File: src/rtl/nec_prefetch_ctrl.sv
// Instruction prefetch controller: fetches code bytes at ps*16 + fetch_pc into
// an 8-byte circular queue indexed by address[2:0], one bus request at a time.
// A flush restarts fetching at new_pc. A request that is already on the bus is
// still completed, but its data is thrown away.
module nec_prefetch_ctrl (
  input  logic            clk,
  input  logic            reset,
  input  logic            ce,
  input  logic [15:0]     ps,
  input  logic            flush,
  input  logic [15:0]     new_pc,
  input  logic [15:0]     dec_pc,
  input  logic            exec_hold,
  output logic            bus_req,
  output logic [19:0]     bus_addr,
  output logic            bus_byte,
  input  logic            bus_ack,
  input  logic [15:0]     bus_data,
  output logic [7:0][7:0] ipq,
  output logic [3:0]      ipq_len
);

  typedef enum logic [1:0] {
    IDLE    = 2'd0,
    REQ     = 2'd1,
    DISCARD = 2'd2
  } state_t;

  state_t      state;
  state_t      state_next;
  logic [15:0] fetch_pc;
  logic [15:0] pc_diff;
  logic        has_room;
  logic        issue;
  logic        accept;
  logic [2:0]  slot0;
  logic [2:0]  slot1;

  // The queue occupancy is the distance from the decoder to the fetch pointer.
  // The decoder never trails by more than 8, so the low nibble carries the whole
  // count. At least 2 bytes must be free, which means no more than 6 are held.
  assign pc_diff  = fetch_pc - dec_pc;
  assign ipq_len  = pc_diff[3:0];
  assign has_room = (pc_diff <= 16'd6);

  // The bus request is high for the whole time a request is outstanding,
  // including a request whose data will be discarded.
  assign bus_req  = (state != IDLE);

  // Queue slots for the two bytes of a word fetch. The index wraps in 3 bits.
  assign slot0    = fetch_pc[2:0];
  assign slot1    = fetch_pc[2:0] + 3'd1;

  // State register. It advances only on enabled cycles. Reset overrides ce.
  always_ff @(posedge clk) begin
    // NOTE: sequential state uses non-blocking assignments only. Every register
    // then samples values from before the edge, so the order of the
    // always_ff blocks cannot change the result.
    if (reset) begin
      state <= IDLE;
    end else if (ce) begin
      state <= state_next;
    end
  end

  // Next-state logic and the one-cycle issue and accept strobes.
  always_comb begin
    // NOTE: every output of this block gets a default first. A path that does
    // not assign a signal then holds the default, and no latch is inferred.
    state_next = state;
    issue      = 1'b0;
    accept     = 1'b0;
    unique case (state)
      IDLE: begin
        if (!flush && !exec_hold && has_room) begin
          state_next = REQ;
          issue      = 1'b1;
        end
      end
      REQ: begin
        if (bus_ack) begin
          // If flush arrives with the ack, the data is already stale.
          state_next = IDLE;
          accept     = !flush;
        end else if (flush) begin
          state_next = DISCARD;
        end
      end
      DISCARD: begin
        if (bus_ack) begin
          state_next = IDLE;
        end
      end
      default: state_next = IDLE;
    endcase
  end

  // Fetch pointer and latched request. A flush always reloads the pointer.
  // The address and byte mode are frozen while a request is outstanding.
  always_ff @(posedge clk) begin
    if (reset) begin
      fetch_pc <= 16'h0000;
      bus_addr <= 20'h00000;
      bus_byte <= 1'b0;
    end else if (ce) begin
      if (flush) begin
        fetch_pc <= new_pc;
      end else if (accept) begin
        fetch_pc <= fetch_pc + (bus_byte ? 16'd1 : 16'd2);
      end
      if (issue) begin
        bus_addr <= {ps, 4'h0} + {4'h0, fetch_pc};
        bus_byte <= fetch_pc[0];
      end
    end
  end

  // Queue storage. Slots are written only when a fetch is accepted.
  always_ff @(posedge clk) begin
    // NOTE: the queue is small and must come out of reset as all zeros, so it
    // is built from resettable flops and not from a RAM macro.
    if (reset) begin
      ipq <= '0;
    end else if (ce && accept) begin
      if (bus_byte) begin
        ipq[slot0] <= bus_data[15:8];
      end else begin
        ipq[slot0] <= bus_data[7:0];
        ipq[slot1] <= bus_data[15:8];
      end
    end
  end

endmodule

File: config.mk
export PLATFORM = sky130hd
export DESIGN_NAME = nec_prefetch_ctrl
export DESIGN_NICKNAME = d
export VERILOG_FILES = /design/src/rtl/nec_prefetch_ctrl.sv
export SDC_FILE = /design/constraint.sdc
export NUM_CORES = 1
export LEC_CHECK = 0
export BUFFER_PORTS_ARGS = -buffer_cell sky130_fd_sc_hd__buf_2
export CORE_AREA = 2 2 87 172
export CTS_BUF_LIST = sky130_fd_sc_hd__clkbuf_4 sky130_fd_sc_hd__clkbuf_8 sky130_fd_sc_hd__clkbuf_16
export DETAILED_ROUTE_END_ITERATION = 16
export DIE_AREA = 0 0 89 174
export PLACE_DENSITY = 0.75
export SLEW_MARGIN = 15
export SYNTH_ARGS = -nofsm -noshare
export SYNTH_HDL_FRONTEND = slang
export SYNTH_SLANG_ARGS = --single-unit
File: constraint.sdc
create_clock -name clk -period 2.9 [get_ports clk]
set_input_delay 0.145 -clock clk [delete_from_list [all_inputs] [get_ports clk]]
set_output_delay 0.145 -clock clk [all_outputs]
set_load 0.01 [all_outputs]
Word-level counts from Yosys, hierarchy flattened
Index checks and enable logic that the tools add are counted.
{"block": "classes", "n_addsub": 4, "magnitude_cmp": 5, "eq_ne": 5, "muxes": 20, "n_reduce_logical": 13}
{"cell": "bitwise mux 64 bit", "count": 3}
{"cell": "2-to-1 mux 64 bit", "count": 1}
{"cell": "demux 8 bit (select 3 bit)", "count": 2}
{"cell": "2-to-1 mux 16 bit", "count": 2}
{"cell": "adder 20 x 16 -> 20 bit", "count": 1}
{"cell": "adder 16 x 2 -> 16 bit", "count": 1}
{"cell": "<= comparator 16 x 3 -> 1 bit (second input constant)", "count": 1}
{"cell": "2-to-1 mux 8 bit", "count": 2}
{"cell": "subtractor 16 bit", "count": 1}
{"cell": "2-to-1 mux 2 bit", "count": 5}
{"cell": "< comparator 3 x 4 -> 1 bit (second input constant)", "count": 2}
{"cell": ">= comparator 3 x 1 -> 1 bit (second input constant)", "count": 2}
{"cell": "case mux 2 bit (3 select lines)", "count": 1}
{"cell": "logical AND 1 bit", "count": 5}
{"cell": "2-to-1 mux 1 bit", "count": 4}
{"cell": "inequality test 2 bit (second input constant)", "count": 2}
{"cell": "AND reduction 2 bit", "count": 2}
{"cell": "AND reduction 4 bit", "count": 1}
{"cell": "nonzero test 2 bit", "count": 2}
{"cell": "adder 3 x 1 -> 3 bit (second input constant)", "count": 1}
{"cell": "inequality test 3 bit (second input constant)", "count": 1}
{"cell": "equality test 2 x 1 -> 1 bit (second input constant)", "count": 1}
{"cell": "equality test 2 bit (second input constant)", "count": 1}
{"cell": "zero test 1 bit", "count": 2}
{"cell": "zero test 2 bit", "count": 1}
{"block": "word_totals", "regBits": 103, "inputBits": 70, "output_inout_bits": 90, "word_cells": 59}

Longest topological paths before layout
Gate-level depths: netlist of the first run.
{"block": "depth", "depth_word": 7, "ltp_mapped": 13, "mapped_depth_nobuf": 11}

Worst setup path after synthesis of the first run
No wires, ideal clock.
{"block": "synth_path", "path_type": "register to register", "from": "register fetch_pc[0]", "to": "register bus_addr[5]", "setup_ps": 70, "arrival_ps": 2797, "required_ps": 2830, "path_slack_ps": 33, "stages_incl_launch_ff": 12, "n_path_buf": 0, "period_less_slack_ps": 2867, "cell_sequence": "dfxtp_1 > inv_1 > ha_1 > fa_1 > xnor2_1 > and3_4 > nor4_2 > nand4_1 > nor4b_2 > nand4_2 > or3_1 > a21oi_1"}
{"block": "synth_via", "elab_chain_cells": 6, "word_cells_on_any_way": 7, "cone_classes": "add/sub: 2; order compare: 1; mux: 2; reduce/logical: 2"}
{"element": "start: declaration", "line": "31", "source": "logic [15:0] fetch_pc;"}
{"element": "start signal: assignment", "line": "107", "source": "fetch_pc <= new_pc;"}
{"element": "start signal: assignment", "line": "109", "source": "fetch_pc <= fetch_pc + (bus_byte ? 16'd1 : 16'd2);"}
{"element": "subtractor 16 bit", "line": "42", "source": "assign pc_diff = fetch_pc - dec_pc;"}
{"element": "named net ipq_len[2]", "line": "20", "source": "output logic [3:0] ipq_len"}
{"element": "<= comparator 16 x 3 -> 1 bit", "line": "44", "source": "assign has_room = (pc_diff <= 16'd6);"}
{"element": "logical AND 1 bit", "line": "75", "source": "if (!flush && !exec_hold && has_room) begin"}
{"element": "2-to-1 mux 1 bit", "line": "75"}
{"element": "2-to-1 mux 1 bit", "line": "73", "source": "unique case (state)"}
{"element": "AND reduction 2 bit (no source line)"}
{"element": "end signal: assignment", "line": "112", "source": "bus_addr <= {ps, 4'h0} + {4'h0, fetch_pc};"}
{"element": "end: declaration", "line": "15", "source": "output logic [19:0] bus_addr,"}
The timed path passes the listed nets, and every way through them passes these cells.
A chain may end at the register's enable or synchronous reset.

Final worst setup path of the first run
{"block": "layout_path", "from": "register fetch_pc[0]", "to": "register bus_addr[5]"}
{"block": "layout_via", "elab_chain_cells": 6, "word_cells_on_any_way": 7, "cone_classes": "add/sub: 2; order compare: 1; mux: 2; reduce/logical: 2"}
{"element": "subtractor 16 bit", "line": "42"}
{"element": "<= comparator 16 x 3 -> 1 bit", "line": "44"}
{"element": "logical AND 1 bit", "line": "75"}
{"element": "2-to-1 mux 1 bit", "line": "75"}
{"element": "2-to-1 mux 1 bit", "line": "73"}
{"element": "AND reduction 2 bit (no source line)"}
Parallel ways exist; a longest one is shown, timed or not.

==> results of run 1 <==
-- critical path: stages, from the launching register on --
cell	delay (ns)
dfxtp_2	0.34
inv_2	0.05
ha_4	0.16
fa_2	0.34
nand2b_4	0.16
a21oi_4	0.15
a2111oi_4	0.09
o31ai_2	0.36
mux2i_1	0.31
buf_4	0.17
nand3_4	0.07
buf_6	0.16
or3_4	0.33
a21oi_2	0.13
-- layout by cell type (no fill, tap or decap), types with 16 or more instances in the layout --
| cell | synthesis | routed |
|---|---|---|
| a21oi_1 | 85 | 82 |
| a22oi_1 | 75 | 75 |
| buf_2 | 6 | 160 |
| buf_4 | 3 | 63 |
| dfxtp_1 | 102 | 99 |
| ha_1 | 30 | 25 |
| inv_1 | 31 | 30 |
| nand2_1 | 63 | 63 |
| nand3_1 | 28 | 28 |
| nor2_1 | 159 | 158 |
| nor3_1 | 19 | 17 |
| o21ai_0 | 82 | 61 |
| o21ai_1 | 8 | 16 |
-- how the worst max path moves through the flow --
stage                     depth (start not counted)  slack (ns)            to         from
after floorplan                                  11        0.03   bus_addr[5]  fetch_pc[0]
after global placement                           14       -0.16   bus_addr[5]  fetch_pc[0]
after detailed placement                         12       -0.23  bus_addr[19]  fetch_pc[0]
after CTS                                        14      0.0004   bus_addr[2]  fetch_pc[0]
after global routing                             11       -0.09   bus_addr[5]  fetch_pc[2]
final                                            13       0.007   bus_addr[5]  fetch_pc[0]
-- state kept, by name, summed over array words and instances, names as in the netlist --
| register | count |
|---|---|
| bus_addr | 20 |
| fetch_pc | 16 |
| ipq | 64 |
| state | 2 |
-- power groups by stage --
stage                     logic (mW)  clock network [mW]  registers (mW)
after floorplan                0.409                   0            1.45
after global placement         0.672                   0            1.45
after detailed placement       0.675                   0            1.45
after CTS                      0.715                1.22            1.42
after global routing           0.824                1.27            1.42
final                          0.761                1.20            1.42
-- logic make-up (layout without fill, tap and decap cells) --
logic type                 count (synthesis)  after routing
DFF                                      102            102
xor gates and xnor gates                  19             19
AOI/OAI and AO/OA                        305            305
muxes                                     22             22
and+or+nand+nor                          340            340
adders and majority gates                 33             33
buffers and inverters                     90            283
-- routing by layer --
metal  vias to the layer above  global-route usage  part of all wire
met5                         -                   0           0.00057
met4                         2              0.2164             0.090
met3                       120             0.03466             0.052
met2                       333              0.5339              0.53
met1                      3459              0.2777              0.33
li1                       3658                   -                 -
-- stage by stage --
step	util	power, mW	setup WS, ns	TNS, ns	hold WS, ns
2_1_floorplan	-	1.861	0.03269	0	0.3208
3_5_place_dp	0.5645	2.123	-0.2350	-3.334	0.4752
4_1_cts	0.5969	3.355	0.0003899	0	0.1467
3_3_place_gp	0.5645	2.120	-0.1558	-1.817	0.4608
6_report	0.6144	3.382	0.007157	0	0.1560
5_1_grt	0.6144	3.513	-0.09044	-0.5200	0.1715
-- area by class of cell --
cell class | count | area (sq um)
clock buffer | 11 | 246.5
clock inverter | 5 | 46.29
fill | 1365 | 5504
inverter | 31 | 116.4
multi-input combinational | 719 | 4619
sequential | 102 | 2046
tap | 192 | 240.2
timing repair buffer | 236 | 1455
-- repair_timing --
item,4_1_cts,5_1_grt
pin swaps,13,24
endpoints found under the hold margin,0,0
endpoints found under the setup margin,21,30
setup buffers,8,5
gates cloned,1,0
resized for setup,42,44
==> impl_metrics.env, run 1 <==
export IMPL_status="finished clean"
export IMPL_worstHoldPathType="in -> reg"
export IMPL_slew_headroom=0.3501
export IMPL_muxShareOfSynthArea=0.03608
export IMPL_min_delay_start="ce"
export IMPL_r2r_setup_slack_ns=0.007
export IMPL_clockPowerShare=0.356
export IMPL_reg2reg_from="fetch_pc[0]"
export IMPL_p_sw_frac=0.3038
export IMPL_die_x_um=89
export IMPL_vdd_drop_max_mv=0.2389
export IMPL_synthTopCellsByCount="159 x nor2_1, 102 x dfxtp_1, 85 x a21oi_1"
export IMPL_dp_cells=1265
export IMPL_drc_errors=0
export IMPL_ios=160
export IMPL_chipHeight_um=174
export IMPL_worst_slew_pin_slew_ns=0.9674
export IMPL_p_switching_mw=1.027
export IMPL_ant_nets=0
export IMPL_period_minus_slack_ns=2.893
export IMPL_power_leakage_nw=3.646
export IMPL_cts_sinks=102
export IMPL_synth_adder_area_share=0.06440
export IMPL_finalHoldViolations=0
export IMPL_end_kind="flop"
export IMPL_syn_avg_cell_area_sq_um=7.422
export IMPL_synth_flop_cell="dfxtp_1"
export IMPL_finalMaxSlewViolations=0
export IMPL_fin_nets=1202
export IMPL_synthArstFlopShare=0
export IMPL_ys_types=69
export IMPL_yosysWarnings=0
export IMPL_netlist_instances=911
export IMPL_stdcell_count=1296
export IMPL_vias=7572
export IMPL_hold_path_end="state[1]"
export IMPL_ys_ff_latch=102
export IMPL_insertedDiodeCount=0
export IMPL_synth_seq_area_share=0.3020
export IMPL_gr_usage_all_layers=0.2903
export IMPL_internal_power_mw=2.354
export IMPL_worstRegToRegCells=13
export IMPL_grt_antenna_before_repair=1
export IMPL_area_growth_pct=29.70
export IMPL_cts_tree="done"
export IMPL_wl_mm=22.83
export IMPL_rsz0062_at_grt="yes"
export IMPL_drt_iter0_drc=410
export IMPL_first_pass_iters=6
export IMPL_skew_ns=0.007782
export IMPL_die_area_sq_um=15490
export IMPL_cellPowerDensity_nw_per_um2=385.6
export IMPL_syn_nets=1014
export IMPL_p_seq_frac=0.419
export IMPL_grt_start_max_net_pins=47
export IMPL_numCtsBuffers=9
export IMPL_overflow=0
export IMPL_cp_max_fo=6
export IMPL_synth_top_family_by_area="compound AO/OA/AOI/OAI gates"
export IMPL_synth_simple_area_share=0.2380
export IMPL_hold_path_cell_count=3
export IMPL_cts_max_level=3
export IMPL_grt_pass1_vias=7324
export IMPL_synth_top_area_share=0.3020
export IMPL_placed_area_sq_um=8058
export IMPL_syn_area_sq_um=6761
export IMPL_finalSetupViolations=0
export IMPL_max_freq_ghz=0.3457
export IMPL_grt_pass1_wl_mm=35.27
export IMPL_synth_top_area_cell="dfxtp_1"
export IMPL_io_buffer_count=159
export IMPL_cts_root_buffer="clkbuf_16"
export IMPL_place_congestion=0.9534
export IMPL_cp_start_kind="flop"
export IMPL_r2r_end="bus_addr[5]"
export IMPL_ctsHoldBuffers=0
export IMPL_synth_edf_count=0
export IMPL_synth_xor_xnor_area_share=0.02461
export IMPL_synthTopCellsByArea="dfxtp_1 30%, nor2_1 8.8%, a22oi_1 8.3%, a21oi_1 6.3%, o21ai_0 6.1%"
export IMPL_synth_compound_area_share=0.2800
export IMPL_clkTransAtPathRegs_ns=0.07
export IMPL_drv_cap=0
export IMPL_vias_per_cell=5.843
export IMPL_core_area_sq_um=14270
export IMPL_clock_path_buffers=2
export IMPL_yosysMostFrequentCell="nor2_1"
export IMPL_clk_latency_ns=0.34
export IMPL_fin_crit_sh=0.9975
export IMPL_crit_required_ns=3.17
export IMPL_crit_arrival_ns=3.16
export IMPL_rows=62
export IMPL_drive_gt1_frac=0.2917
export IMPL_place_hpwl_mm=17.82
export IMPL_final_cell_area_sq_um=8770
export IMPL_routedWlPerCell_um=17.61
export IMPL_crit_type="reg -> reg"
export IMPL_start_util=0.4737
export IMPL_combPwrFrac=0.225
(Power assumes the default switching activity.)
==> inputs of run 2 (changes only) <==
- CORE_AREA: 2 2 87 172 -> 2 2 86 170
- CTS_CLUSTER_DIAMETER: default -> 150
- DIE_AREA: 0 0 89 174 -> 0 0 88 172
- PLACE_DENSITY: 0.75 -> 0.73
==> run 2 against run 1 <==
Against the previous run: non-clock buffer count is 5 higher; sequential share of layout area is 0.059 points higher; cell area is 0.31% lower; via count is 0.70% higher; fmax is 3.5% higher; flip-flop and latch count stayed put; total power is 0.28% lower; utilization is 1.8 points higher; count of clock-buffer cells in the layout is 1 lower; die area is 2.3% lower; critical path type unchanged; critical endpoint is now bus_addr[11].
==> impl_metrics.env, run 2 (synthesis gave the netlist of run 1 again) <==
export IMPL_status="finished clean"
export IMPL_gr_usage_all_layers=0.3027
export IMPL_setup_tns_ns=0
export IMPL_period_minus_slack_ns=2.795
export IMPL_max_freq_ghz=0.3578
export IMPL_worst_slew_pin_slew_ns=1.012
export IMPL_layout_commonest_cell="buf_2"
export IMPL_largest_register="ipq"
export IMPL_place_congestion=0.9790
export IMPL_combPwrFrac=0.226
export IMPL_wl_mm=23.34
export IMPL_stdcell_count=1299
export IMPL_ant_nets=0
export IMPL_grt_pass1_wl_mm=35.51
export IMPL_drt_iter0_drc=447
export IMPL_cts_max_level=3
export IMPL_finalMaxSlewViolations=0
export IMPL_cts_root_buffer="clkbuf_16"
export IMPL_cellPowerDensity_nw_per_um2=385.7
export IMPL_r2r_setup_slack_ns=0.10
export IMPL_routedWlPerCell_um=17.97
export IMPL_power_leakage_nw=3.658
export IMPL_worstRegToRegCells=11
export IMPL_die_area_sq_um=15140
export IMPL_clk_latency_ns=0.35
export IMPL_cts_sinks=102
export IMPL_overflow=0
export IMPL_hold_path_cell_count=3
export IMPL_finalHoldViolations=0
export IMPL_r2r_end="bus_addr[11]"
export IMPL_crit_type="reg -> reg"
export IMPL_dp_cells=1274
export IMPL_clockPowerShare=0.353
export IMPL_crit_required_ns=3.10
export IMPL_area_growth_pct=29.29
export IMPL_finalSetupViolations=0
export IMPL_crit_arrival_ns=2.99
export IMPL_largest_reg_flops=64
export IMPL_io_buffer_count=159
export IMPL_p_seq_frac=0.420
export IMPL_internal_power_mw=2.334
export IMPL_report_power_total_mw=3.372
export IMPL_drc_errors=0
export IMPL_reg_top3="ipq: 64 flops, bus_addr: 20 flops, fetch_pc: 16 flops"
export IMPL_fin_nets=1207
export IMPL_clkTransAtPathRegs_ns=0.07
export IMPL_die_x_um=88
export IMPL_grt_antenna_before_repair=0
export IMPL_most_common_layout_cells="161 x buf_2, 157 x nor2_1, 100 x dfxtp_1"
export IMPL_vias=7625
export IMPL_vias_per_cell=5.870
export IMPL_p_sw_frac=0.3079
export IMPL_drv_cap=0
export IMPL_grt_start_max_net_pins=47
export IMPL_start_util=0.4894
export IMPL_drive_gt1_frac=0.2858
export IMPL_min_delay_start="ps[15]"
export IMPL_clock_path_buffers=2
export IMPL_slew_headroom=0.3198
export IMPL_cp_start_kind="flop"
export IMPL_place_hpwl_mm=18.27
export IMPL_rows=61
export IMPL_core_area_sq_um=13810
export IMPL_vdd_drop_max_mv=0.2764
export IMPL_chipHeight_um=172
export IMPL_fillers=1304
export IMPL_p_switching_mw=1.038
export IMPL_hold_path_end="bus_addr[19]"
export IMPL_skew_ns=0.008881
export IMPL_first_pass_iters=5
export IMPL_reg2reg_from="fetch_pc[6]"
export IMPL_fin_crit_sh=0.9638
export IMPL_cp_max_fo=6
export IMPL_ios=160
export IMPL_worstHoldPathType="in -> reg"
export IMPL_end_kind="flop"
export IMPL_rsz0062_at_grt="yes"
export IMPL_grt_pass1_vias=7309
export IMPL_numCtsBuffers=9
export IMPL_cts_tree="done"
==> run 2: changes by cell type in the layout (fill, tap and decap cells not counted), moves of 2 or more <==
cell	delta
buf_4	+10
buf_6	-7
ha_1	-2
ha_4	+3
o21ai_0	+10
o21ai_1	+2
o21ai_2	-12
==> run 2: layer usage <==
| layer | up-vias | global-route usage | wire length [um] |
|---|---|---|---|
| met5 | - | 0 | 0 |
| li1 | 3675 | - | - |
| met3 | 116 | 0.03723 | 1145 |
| met4 | 0 | 0.2227 | 1748 |
| met2 | 332 | 0.5735 | 12760 |
| met1 | 3502 | 0.2841 | 7682 |
==> run 2: worst max-delay path by stage <==
stage | startpoint | to | slack, ns | depth (start not counted)
after global placement | fetch_pc[0] | bus_addr[5] | -0.05 | 13
after detailed placement | fetch_pc[0] | bus_addr[17] | -0.12 | 13
final | fetch_pc[6] | bus_addr[11] | 0.10 | 11
after floorplan | fetch_pc[0] | bus_addr[5] | 0.03 | 11
after CTS | fetch_pc[0] | bus_addr[17] | 0.01 | 13
after global routing | fetch_pc[1] | bus_addr[5] | -0.03 | 12
==> run 2: repair_timing <==
item / in CTS / in global routing
setup endpoints to repair: 20 / 26
endpoints found under the hold margin: 0 / 0
gates cloned: 1 / 2
pin swaps: 4 / 11
gates resized for setup: 7 / 51
hold buffers: 0 / 0
setup buffers: 1 / 4
==> run 2: cell type report <==
class                      instances  area (sq um)  share of cell area
antenna                            1         2.502           0.0002862
clock buffer                      10         232.7             0.02662
clock inverter                     6         51.30            0.005868
inverter                          31         116.4             0.01331
multi-input combinational        719          4582              0.5241
sequential                       102          2044              0.2339
tap                              189         236.5             0.02705
timing repair buffer             241          1476              0.1689
==> run 2: worst max-delay path, stage by stage (launching register included) <==
cell       delay (ns)
dfxtp_1          0.47
ha_4             0.25
buf_4            0.14
nor3b_1          0.16
a2111oi_2        0.41
nand4_1          0.21
nor4b_4          0.28
nand4_2          0.15
buf_4            0.17
buf_2            0.15
o21ai_0          0.18
a21oi_1          0.08
==> run 2: power by group through the flow <==
stage	Sequential, mW	Clock (mW)	Combinational, mW
after detailed placement	1.45	0	0.685
final	1.42	1.19	0.763
after global routing	1.42	1.26	0.825
after floorplan	1.45	0	0.409
after global placement	1.45	0	0.681
after CTS	1.42	1.21	0.692
==> run 2: metrics by stage <==
step                      setup slack [ns]  cell area, sq um    util  hold WS (ns)
after floorplan                    0.03269              6761       -        0.3208
after global placement            -0.05320              8132  0.5886        0.4612
after detailed placement           -0.1244              8132  0.5886        0.4701
after CTS                          0.01204              8454  0.6120        0.1385
after global routing              -0.02613              8740  0.6326        0.1687
final                               0.1050              8742  0.6328        0.1330
==> inputs of run 3 (changes only) <==
--- a/config.mk
+++ b/config.mk
@@ -8,8 +8,8 @@
 export BUFFER_PORTS_ARGS = -buffer_cell sky130_fd_sc_hd__buf_2
-export CORE_AREA = 2 2 86 170
-export CTS_BUF_LIST = sky130_fd_sc_hd__clkbuf_4 sky130_fd_sc_hd__clkbuf_8 sky130_fd_sc_hd__clkbuf_16
+export CORE_AREA = 2 2 79 156
+export CTS_BUF_LIST = sky130_fd_sc_hd__clkbuf_8
 export CTS_CLUSTER_DIAMETER = 150
 export DETAILED_ROUTE_END_ITERATION = 16
-export DIE_AREA = 0 0 88 172
-export PLACE_DENSITY = 0.73
+export DIE_AREA = 0 0 81 158
+export PLACE_DENSITY = 0.83
 export SLEW_MARGIN = 15
==> constraint.sdc (replaced) <==
create_clock -name clk -period 3.3 [get_ports clk]
set_input_delay 0.99 -clock clk [delete_from_list [all_inputs] [get_ports clk]]
set_output_delay 0.99 -clock clk [all_outputs]
set_load 0.01 [all_outputs]
==> run 3 against run 2 <==
Against the previous run: first-iteration DRC count grew 17%; largest cell class unchanged; critical path type is now in -> reg; global-route usage up 6.3 points; register-to-register slack gained 0.13 ns; largest power group unchanged.
==> impl_metrics.env, run 3 (synthesis gave the netlist of run 1 again) <==
export IMPL_status="finished clean"
export IMPL_p_seq_frac=0.453
export IMPL_drive_gt1_frac=0.2865
export IMPL_max_freq_ghz=0.3071
export IMPL_fin_crit_sh=0.9867
export IMPL_vias_per_cell=6.203
export IMPL_multi_input_area_sq_um=4523
export IMPL_drt_iter0_drc=524
export IMPL_skew_ns=0.004686
export IMPL_largest_reg_flops=64
export IMPL_fillers=997
export IMPL_r2r_setup_slack_ns=0.23
export IMPL_rows=56
export IMPL_p_sw_frac=0.3349
export IMPL_wl_mm=23.72
export IMPL_finalMaxSlewViolations=0
export IMPL_end_kind="flop"
export IMPL_period_minus_slack_ns=3.256
export IMPL_drv_cap=0
export IMPL_dp_cells=1252
export IMPL_crit_type="in -> reg"
export IMPL_worst_slew_pin_slew_ns=0.9728
export IMPL_min_delay_start="bus_addr[3]"
export IMPL_cellPowerDensity_nw_per_um2=318.5
export IMPL_finalSetupViolations=0
export IMPL_vias=7871
export IMPL_routedWlPerCell_um=18.69
export IMPL_ant_nets=0
export IMPL_clk_latency_ns=0.38
export IMPL_cts_root_buffer="clkbuf_8"
export IMPL_io_buffer_count=159
export IMPL_worstRegToRegCells=12
export IMPL_cp_max_fo=3
export IMPL_first_pass_iters=5
export IMPL_chipHeight_um=158
export IMPL_stdcell_count=1269
export IMPL_numCtsBuffers=9
export IMPL_grt_pass1_wl_mm=35.96
export IMPL_place_hpwl_mm=18.40
export IMPL_vdd_drop_max_mv=0.2615
export IMPL_area_growth_pct=27.61
export IMPL_crit_required_ns=3.55
export IMPL_insertedDiodeCount=0
export IMPL_whs_ns=0.4839
export IMPL_fin_nets=1222
export IMPL_drc_errors=0
export IMPL_die_x_um=81
export IMPL_cts_max_level=3
export IMPL_core_area_sq_um=11630
export IMPL_p_switching_uw=920.4
export IMPL_place_congestion=0.9455
export IMPL_grt_start_max_net_pins=54
export IMPL_reg_top3="ipq: 64 flops, bus_addr: 20 flops, fetch_pc: 16 flops"
export IMPL_grt_pass1_vias=7490
export IMPL_combPwrFrac=0.248
export IMPL_overflow=0
export IMPL_gr_usage_all_layers=0.3654
export IMPL_worstHoldPathType="reg -> reg"
export IMPL_power_leakage_nw=3.678
export IMPL_clockPowerShare=0.299
export IMPL_internal_power_mw=1.828
export IMPL_seq_area_sq_um=2042
export IMPL_die_area_sq_um=12800
export IMPL_finalHoldViolations=0
export IMPL_largest_register="ipq"
export IMPL_reg2reg_from="fetch_pc[0]"
export IMPL_clkTransAtPathRegs_ns=0.11
export IMPL_most_common_layout_cells="159 x nor2_1, 159 x buf_2, 102 x dfxtp_1"
export IMPL_clock_path_buffers=2
export IMPL_crit_arrival_ns=3.50
export IMPL_endpoint="bus_addr[18]"
export IMPL_start_util=0.5813
export IMPL_startpoint="dec_pc[0]"
export IMPL_slew_headroom=0.3465
export IMPL_ios=160
export IMPL_rsz0062_at_grt="yes"
export IMPL_cts_sinks=102
export IMPL_report_power_total_mw=2.748
export IMPL_cts_tree="done"
export IMPL_grt_antenna_before_repair=0
export IMPL_cp_start_kind="input pin"
export IMPL_r2r_end="bus_addr[18]"
run 3: cell types whose count changed in the layout (fill, tap and decap cells not counted), moves of 3 or more:
cell / delta
inv_6: -3
buf_4: +21
clkbuf_16: -10
clkbuf_8: +9
ha_1: +4
o21ai_0: +5
ha_4: -4
o21ai_1: -5
run 3: final cells by class:
| class | count | share of cell area |
|---|---|---|
| Inverter | 31 | 0.01349 |
| Clock inverter | 7 | 0.009281 |
| Multi-Input combinational cell | 719 | 0.5242 |
| Timing Repair Buffer | 256 | 0.1810 |
| Tap cell | 145 | 0.02103 |
| Sequential cell | 102 | 0.2367 |
| Clock buffer | 9 | 0.01436 |
run 3: worst max-delay path, cell delays in order:
cell,delay (ns)
buf_2,0.11
ha_4,0.16
fa_2,0.37
nand2b_4,0.17
a21oi_4,0.21
a2111oi_4,0.10
o31ai_2,0.30
mux2i_1,0.21
buf_4,0.16
nor4b_4,0.33
and4_4,0.31
a211oi_1,0.08
run 3: worst min path at each step:
stage / cells past startpoint / endpoint
2_1_floorplan: 2 / state[1]
4_1_cts: 2 / bus_addr[6]
3_5_place_dp: 2 / bus_addr[6]
6_report: 2 / bus_addr[3]
5_1_grt: 2 / bus_addr[4]
3_3_place_gp: 2 / bus_addr[3]
run 3: power groups by stage:
stage / registers (mW) / clock network (mW) / logic [mW]
floorplan: 1.28 / 0 / 0.366
global placement: 1.27 / 0 / 0.624
detailed placement: 1.27 / 0 / 0.633
CTS: 1.25 / 0.819 / 0.637
global route: 1.25 / 0.867 / 0.734
finish: 1.25 / 0.820 / 0.682
run 3: timing repair:
action                     4_1_cts  5_1_grt
setup buffers                    0        1
hold endpoints to repair         0        0
setup endpoints to repair       14       21
pin swaps                        1       13
hold buffers                     0        0
resized for setup                1       29
cloned                           0        0
run 3: layer usage:
layer | track usage | vias up | wire, um
met3 | 0.05131 | 139 | 1351
met2 | 0.6812 | 408 | 12480
met4 | 0.2752 | 0 | 2142
li1 | - | 3701 | -
met1 | 0.3455 | 3623 | 7743
met5 | 0 | - | 0
run 3: metrics by stage:
| step | TNS (ns) | setup WS (ns) | utilization | instance area, sq um |
|---|---|---|---|---|
| 3_5_place_dp | -9.209 | -0.4991 | 0.7113 | 8273 |
| 4_1_cts | 0 | 0.01148 | 0.7291 | 8481 |
| 2_1_floorplan | 0 | 0.002052 | - | 6793 |
| 6_report | 0 | 0.04379 | 0.7418 | 8628 |
| 5_1_grt | -0.1811 | -0.04821 | 0.7418 | 8628 |
| 3_3_place_gp | -7.126 | -0.3876 | 0.7113 | 8273 |
